<file path="config.mk">
export PLATFORM = sky130hd
export DESIGN_NAME = robot_key_ctrl_flat
export DESIGN_NICKNAME = d
export VERILOG_FILES = /design/src/rtl/robot_key_ctrl_if.sv /design/src/rtl/robot_key_ctrl.sv /design/src/flat_wrapper.sv
export SDC_FILE = /design/constraint.sdc
export NUM_CORES = 1
export LEC_CHECK = 0
export CORE_ASPECT_RATIO = 0.5
export CORE_MARGIN = 2
export CORE_UTILIZATION = 50
export DETAILED_ROUTE_END_ITERATION = 8
export GPL_TIMING_DRIVEN = 0
export PLACE_DENSITY = 0.71
export SYNTH_ARGS = -nofsm -noshare
export SYNTH_HDL_FRONTEND = slang
export SYNTH_SLANG_ARGS = --single-unit
export TNS_END_PERCENT = 30
</file>
<file path="constraint.sdc">
create_clock -name clk -period 2.55 [get_ports clk]
set_input_delay 0.255 -clock clk [delete_from_list [all_inputs] [get_ports clk]]
set_output_delay 0.255 -clock clk [all_outputs]
set_load 0.02 [all_outputs]
</file>
<file path="src/rtl/robot_key_ctrl_if.sv">
`default_nettype none
// ============================================================================
// Module      : robot_key_ctrl_if
// Description : Scan-code byte stream in, direction/pause levels out.
// Revision    : 1.0 - initial release
// ============================================================================
interface robot_key_ctrl_if;
    logic [7:0] key_data;
    logic       key_valid;
    logic [3:0] move_opr;
    logic       pause;

    modport master (output key_data, key_valid, input  move_opr, pause);
    modport slave  (input  key_data, key_valid, output move_opr, pause);
endinterface
`default_nettype wire

</file>
<file path="src/rtl/robot_key_ctrl.sv">
`default_nettype none
// ============================================================================
// Module      : robot_key_ctrl
// Description : PS/2 Set 2 parser tracking WASD/arrow held state and P toggle.
// Revision    : 1.0 - initial release
// ============================================================================
module robot_key_ctrl #(
    parameter int unsigned PREFIX_TIMEOUT = 1000000,
    parameter bit          ARROW_EN       = 1'b1
) (
    input  wire logic      clk,
    input  wire logic      rst,
    robot_key_ctrl_if.slave kbd
);

    typedef enum logic [1:0] {
        ST_IDLE = 2'd0,
        ST_E0   = 2'd1,
        ST_F0   = 2'd2,
        ST_E0F0 = 2'd3
    } state_t;

    localparam logic [7:0]  c_CODE_E0   = 8'hE0;
    localparam logic [7:0]  c_CODE_F0   = 8'hF0;
    localparam logic [7:0]  c_CODE_P    = 8'h4D;
    // Counter value seen on the edge that completes the idle window.
    localparam logic [31:0] c_TO_LIMIT  = (PREFIX_TIMEOUT == 0) ? 32'd0
                                                                : 32'(PREFIX_TIMEOUT - 1);

    state_t      r_state;
    logic [3:0]  r_wasd;      // {w, s, a, d}
    logic [3:0]  r_arrow;     // {au, ad, al, ar}
    logic        r_p_held;
    logic        r_pause;
    logic [31:0] r_idle_cnt;

    logic [3:0]  w_plain_dir;
    logic [3:0]  w_arrow_dir;
    logic        w_is_e0;
    logic        w_is_f0;
    logic        w_is_p;

    function automatic logic [3:0] plain_dir(input logic [7:0] code);
        case (code)
            8'h1D:   plain_dir = 4'b1000;
            8'h1B:   plain_dir = 4'b0100;
            8'h1C:   plain_dir = 4'b0010;
            8'h23:   plain_dir = 4'b0001;
            default: plain_dir = 4'b0000;
        endcase
    endfunction

    function automatic logic [3:0] arrow_dir(input logic [7:0] code);
        case (code)
            8'h75:   arrow_dir = 4'b1000;
            8'h72:   arrow_dir = 4'b0100;
            8'h6B:   arrow_dir = 4'b0010;
            8'h74:   arrow_dir = 4'b0001;
            default: arrow_dir = 4'b0000;
        endcase
    endfunction

    assign w_plain_dir = plain_dir(kbd.key_data);
    assign w_arrow_dir = ARROW_EN ? arrow_dir(kbd.key_data) : 4'b0000;
    assign w_is_e0     = (kbd.key_data == c_CODE_E0);
    assign w_is_f0     = (kbd.key_data == c_CODE_F0);
    assign w_is_p      = (kbd.key_data == c_CODE_P);

    always_ff @(posedge clk) begin
        if (rst) begin
            r_state    <= ST_IDLE;
            r_wasd     <= 4'b0000;
            r_arrow    <= 4'b0000;
            r_p_held   <= 1'b0;
            r_pause    <= 1'b0;
            r_idle_cnt <= 32'd0;
        end else if (kbd.key_valid) begin
            r_idle_cnt <= 32'd0;
            case (r_state)
                ST_IDLE: begin
                    if (w_is_e0) begin
                        r_state <= ST_E0;
                    end else if (w_is_f0) begin
                        r_state <= ST_F0;
                    end else begin
                        r_wasd <= r_wasd | w_plain_dir;
                        // Typematic repeats of P must not re-toggle.
                        if (w_is_p) begin
                            if (!r_p_held) begin
                                r_pause <= ~r_pause;
                            end
                            r_p_held <= 1'b1;
                        end
                    end
                end
                ST_E0: begin
                    if (w_is_f0) begin
                        r_state <= ST_E0F0;
                    end else if (!w_is_e0) begin
                        r_arrow <= r_arrow | w_arrow_dir;
                        r_state <= ST_IDLE;
                    end
                end
                ST_F0: begin
                    if (w_is_e0) begin
                        r_state <= ST_E0F0;
                    end else if (!w_is_f0) begin
                        r_wasd <= r_wasd & ~w_plain_dir;
                        if (w_is_p) begin
                            r_p_held <= 1'b0;
                        end
                        r_state <= ST_IDLE;
                    end
                end
                default: begin
                    if (!w_is_e0 && !w_is_f0) begin
                        r_arrow <= r_arrow & ~w_arrow_dir;
                        r_state <= ST_IDLE;
                    end
                end
            endcase
        end else begin
            if (r_idle_cnt != 32'hFFFF_FFFF) begin
                r_idle_cnt <= r_idle_cnt + 32'd1;
            end
            if (r_state != ST_IDLE && r_idle_cnt >= c_TO_LIMIT) begin
                r_state <= ST_IDLE;
            end
        end
    end

    assign kbd.move_opr = r_wasd | r_arrow;
    assign kbd.pause    = r_pause;

endmodule
`default_nettype wire

</file>
<file path="src/flat_wrapper.sv">
// flat-port wrapper written by rule: the top's interface ports become plain ports
module robot_key_ctrl_flat 
#(
    parameter int unsigned PREFIX_TIMEOUT = 1000000,
    parameter bit          ARROW_EN       = 1'b1
)
  (clk, rst, kbd_key_data, kbd_key_valid, kbd_move_opr, kbd_pause);
  robot_key_ctrl_if kbd_i ();
  input  wire logic clk;
  input  wire logic rst;
  input wire logic [$bits(kbd_i.key_data)-1:0] kbd_key_data;
  input wire logic [$bits(kbd_i.key_valid)-1:0] kbd_key_valid;
  output wire logic [$bits(kbd_i.move_opr)-1:0] kbd_move_opr;
  output wire logic [$bits(kbd_i.pause)-1:0] kbd_pause;
  assign kbd_i.key_data = kbd_key_data;
  assign kbd_i.key_valid = kbd_key_valid;
  assign kbd_move_opr = kbd_i.move_opr;
  assign kbd_pause = kbd_i.pause;
  robot_key_ctrl #(.PREFIX_TIMEOUT(PREFIX_TIMEOUT), .ARROW_EN(ARROW_EN)) u_core (.clk(clk), .rst(rst), .kbd(kbd_i));
endmodule
</file>
# After elaboration in Yosys (flattened, before gate mapping)
# Cells that the tools add are included.
dict set report op_classes {
  addsub 1
  order_cmp 1
  eq_ne 26
  n_mux 28
  bitwise_logic 12
  reduce_logical 16
}
# cell count
set op_table {}
lappend op_table {{equality test 8 x 7 -> 1 bit (second input constant)} 5}
lappend op_table {{adder 32 x 1 -> 32 bit (second input constant)} 1}
lappend op_table {{>= comparator 32 x 20 -> 1 bit (second input constant)} 1}
lappend op_table {{inequality test 32 bit (second input constant)} 1}
lappend op_table {{case mux 4 bit (4 select lines)} 2}
lappend op_table {{two-way mux 4 bit} 7}
lappend op_table {{equality test 8 x 5 -> 1 bit (second input constant)} 3}
lappend op_table {{two-way mux 2 bit} 9}
lappend op_table {{equality test 8 bit (second input constant)} 2}
lappend op_table {{case mux 4 bit (2 select lines)} 2}
lappend op_table {{inequality test 2 bit (second input constant)} 6}
lappend op_table {{OR 4 bit} 3}
lappend op_table {{AND reduction 6 bit} 2}
lappend op_table {{AND reduction 5 bit} 2}
lappend op_table {{bitwise AND 4 bit} 2}
lappend op_table {{equality test 8 x 6 -> 1 bit (second input constant)} 1}
lappend op_table {{inverter 4 bit} 2}
lappend op_table {{AND reduction 8 bit} 1}
lappend op_table {{nonzero test 2 bit} 4}
lappend op_table {{two-way mux 1 bit} 6}
lappend op_table {{case mux 2 bit (3 select lines)} 1}
lappend op_table {{inequality test 5 x 1 -> 1 bit (second input constant)} 1}
lappend op_table {{inverter 1 bit} 5}
lappend op_table {{inequality test 2 x 1 -> 1 bit (second input constant)} 2}
lappend op_table {{other kinds (10)} 13}
dict set report totals {
  register_bits 44
  output_inout_bits 5
  wordCells 90
}

# Longest topological paths before layout
dict set report depth {
  ltp_word 7
  ltp_mapped 9
  depth_no_buf 7
}

# Worst setup path before layout
# OpenSTA, ideal clock, no wires.
dict set report synth_timing {
  path_kind {register to register}
  startpoint {register u_core.r_idle_cnt[0]}
  endpoint {register u_core.r_idle_cnt[1]}
  setup_time_ns 0.128
  arrival_ns 1.870
  path_slack_ns 0.553
  path_stages_with_launch 10
  cell_sequence {dfxtp_1 > ha_1 > inv_1 > or2_1 > buf_6 > nor4_4 > buf_6 > buf_12 > mux2i_1 > nor2_1}
}
dict set report synth_via {
  elab_chain_cells 1
}
# item line_no
set synth_rtl {}
lappend synth_rtl {{from (decl)} robot_key_ctrl.sv:35} ;# logic [31:0] r_idle_cnt;
lappend synth_rtl {{from (signal assigned)} robot_key_ctrl.sv:124} ;# r_idle_cnt <= r_idle_cnt + 32'd1;
lappend synth_rtl {{adder 32 x 1 -> 32 bit or inequality test 32 bit (tied branches)} {robot_key_ctrl.sv:124, robot_key_ctrl.sv:123}}
# Parallel ways exist; a longest one is shown, timed or not.
# A chain may end at the register's enable or synchronous reset.

# Final worst setup path
# Same ends and word-level chain as after synthesis.

==> run metrics <==
status complete, no violations; Initial DRC Count 189; peak supply drop 0.171 mV; min setup slack post-route 0.218 ns; fin area 0.00276 sq mm; Post-synth EDFFs 0; share of cells above drive strength 1 7.77%; Final Util 60.6%; # nets final 325; clock buffer depth 2; Die Y 53.6 um; setup TNS 0 ns; Critical Path Start Type flop; placed cell areas 0.00266 sq mm; first-pass GRT wire length 9180 um; vias in the first global route 1987; Avg Vias per Cell 6.04; IO Pins 16; Clk Latency, worst-skew pair 0.29 ns; H-tree depth 2; fin crit share 91.5%; initial core utilization 54.0%; YS warnings 0; #FFs+latches synth 44; most numerous cell in the Yosys netlist dfxtp_1; Tmin final 2.33 ns; Least-Margin Pin Slew 0.703 ns; leading area contributor after synthesis dfxtp_1; Post-synth ARST share 0%; Post-synth top cells dfxtp_1 (44), nor2_1 (27), nand2_1 (22); Root Driver clkbuf_8; largest net degree at the start of global routing 13; # diodes 0; synthesized area 0.00246 sq mm; Vias 2265; core area 0.00455 sq mm; DRC viols 0; antenna violations before repair 0; f_max 0.429 GHz; worst slack at placement 0.216 ns; syn_nets 306; critical path required time 2.71 ns; Top FF cell, synth dfxtp_1; grt ovf 0; pwr dens 441 mW/mm^2; Layout area overhead 12.2%; total wire length 5520 um; RSZ-0062 raised after global routing no; placer congestion estimate 0.916; synth top area cells dfxtp_1 (36%), or4_1 (4.6%), nor2_1 (4.1%); critical path class reg -> reg; Mapped Cells 290; die area 0.00553 sq mm; final setup vio count 0; CTS tree yes; Mapped Avg Cell Area 8.48 sq um; Post-CTS Hold Buffers 0; LEAKAGE 0.000888 uW; crit path capture type flop; Yosys top cell area share 35.8%; DP HPWL 4020 um; CTS Sinks 44; Total Power 1220 uW; Final Hold Fails 0; die width 103 um; Final Max Tran Viols 0; hold crit path type in -> reg; Cell variety after synth 53; GRT Total Usage 21.4%; Max Fanout on Critical Path 10; Resized Gates After CTS 0; clock-pin slew on the worst setup and hold paths 0.08 ns; worst clock skew 0.00650 ns; post-DR wirelength/cell 14.7 um; Slew headroom 52.9%; Num CTS Buffers 5; Post-CTS Repair Setup Buffers 0; Max Cap Violations 0; First-pass DRT Iterations 4; post-synthesis sequential area ratio 35.8%; PortBufs 12; Site Rows 17; Antenna Nets Post-Route 0; Critical Path AT 2.50 ns
cell type report:
type / instances / area, sq um
Fill cell: 428 / 1790
Multi-Input combinational cell: 226 / 1470
Sequential cell: 44 / 881
Timing Repair Buffer: 12 / 120
Clock buffer: 7 / 96.3
Tap cell: 66 / 82.6
Buffer: 13 / 81.3
Inverter: 7 / 26.3
path summary, 6_finish.rpt:
path                        startpoint                    end  slack, ns  depth (start not counted)
setup / recovery  u_core.r_idle_cnt[0]   u_core.r_idle_cnt[1]       0.22                          9
hold / removal                     rst  u_core.r_idle_cnt[11]       0.43                          3
setup reg to reg  u_core.r_idle_cnt[0]   u_core.r_idle_cnt[1]       0.22                          9
hold reg to reg   u_core.r_idle_cnt[5]   u_core.r_idle_cnt[5]       0.49                          2
metrics by stage:
stage               instances  hold WS, ns
finish                    375        0.432
global route              375        0.458
CTS                       375        0.419
detailed placement        368        0.477
global placement          368        0.461
floorplan                 290        0.452
cells by family after synthesis:
group	count (synthesis)	share of synthesized area [%]
compound gates	66	18.4
xor+xnor	7	2.49
fa+ha+maj	5	2.54
buf+inv	20	4.37
flops	44	35.8
mux	10	4.07
simple gates	138	32.4
placed cells by master, fill, tap and decap left out, types with 2 or more instances in the layout:
cell type and n:
nor4b_1 2, and4_1 5, xor2_1 3, or3_1 10, clkdlybuf4s50_1 12, xnor2_1 4
a31oi_1 3, nand4_1 10, a21oi_1 17, nand3_1 12, buf_6 2, nand4_2 2
clkbuf_1 9, o21a_1 2, or4_1 15, nor3_1 8, nor2_1 27, o21ai_0 9
nand3b_1 2, a211oi_1 3, or2_2 6, o211ai_1 6, ha_1 5, and2_1 2
nor4_1 3, o21ai_1 3, o31ai_1 9, nand2_1 22, mux2i_1 10, dfxtp_1 44
clkbuf_8 7, o311ai_0 2, inv_1 7, nand2b_1 5
where the power goes:
part	internal [uW]	switching, uW	total, uW
logic	23.5	36.6	60.1
clock network	242	226	468
registers	688	1.87	690
total	953	265	1220
worst max-delay path: stages (launching register included):
cell     delay, ns
dfxtp_1       0.39
ha_1          0.19
inv_1         0.08
or2_1         0.24
buf_6         0.14
nor4_4        0.56
buf_6         0.23
buf_12        0.14
mux2i_1       0.18
nor2_1        0.05
per-layer routing:
metal,part of all wire (%),global-route usage (%),up-vias
li1,-,-,1143
met2,43,34.6,56
met4,0.63,4.39,0
met1,51,29.6,1062
met5,0,0,-
met3,5.4,4.94,4
No activity file was read; power rests on OpenSTA's default activity.
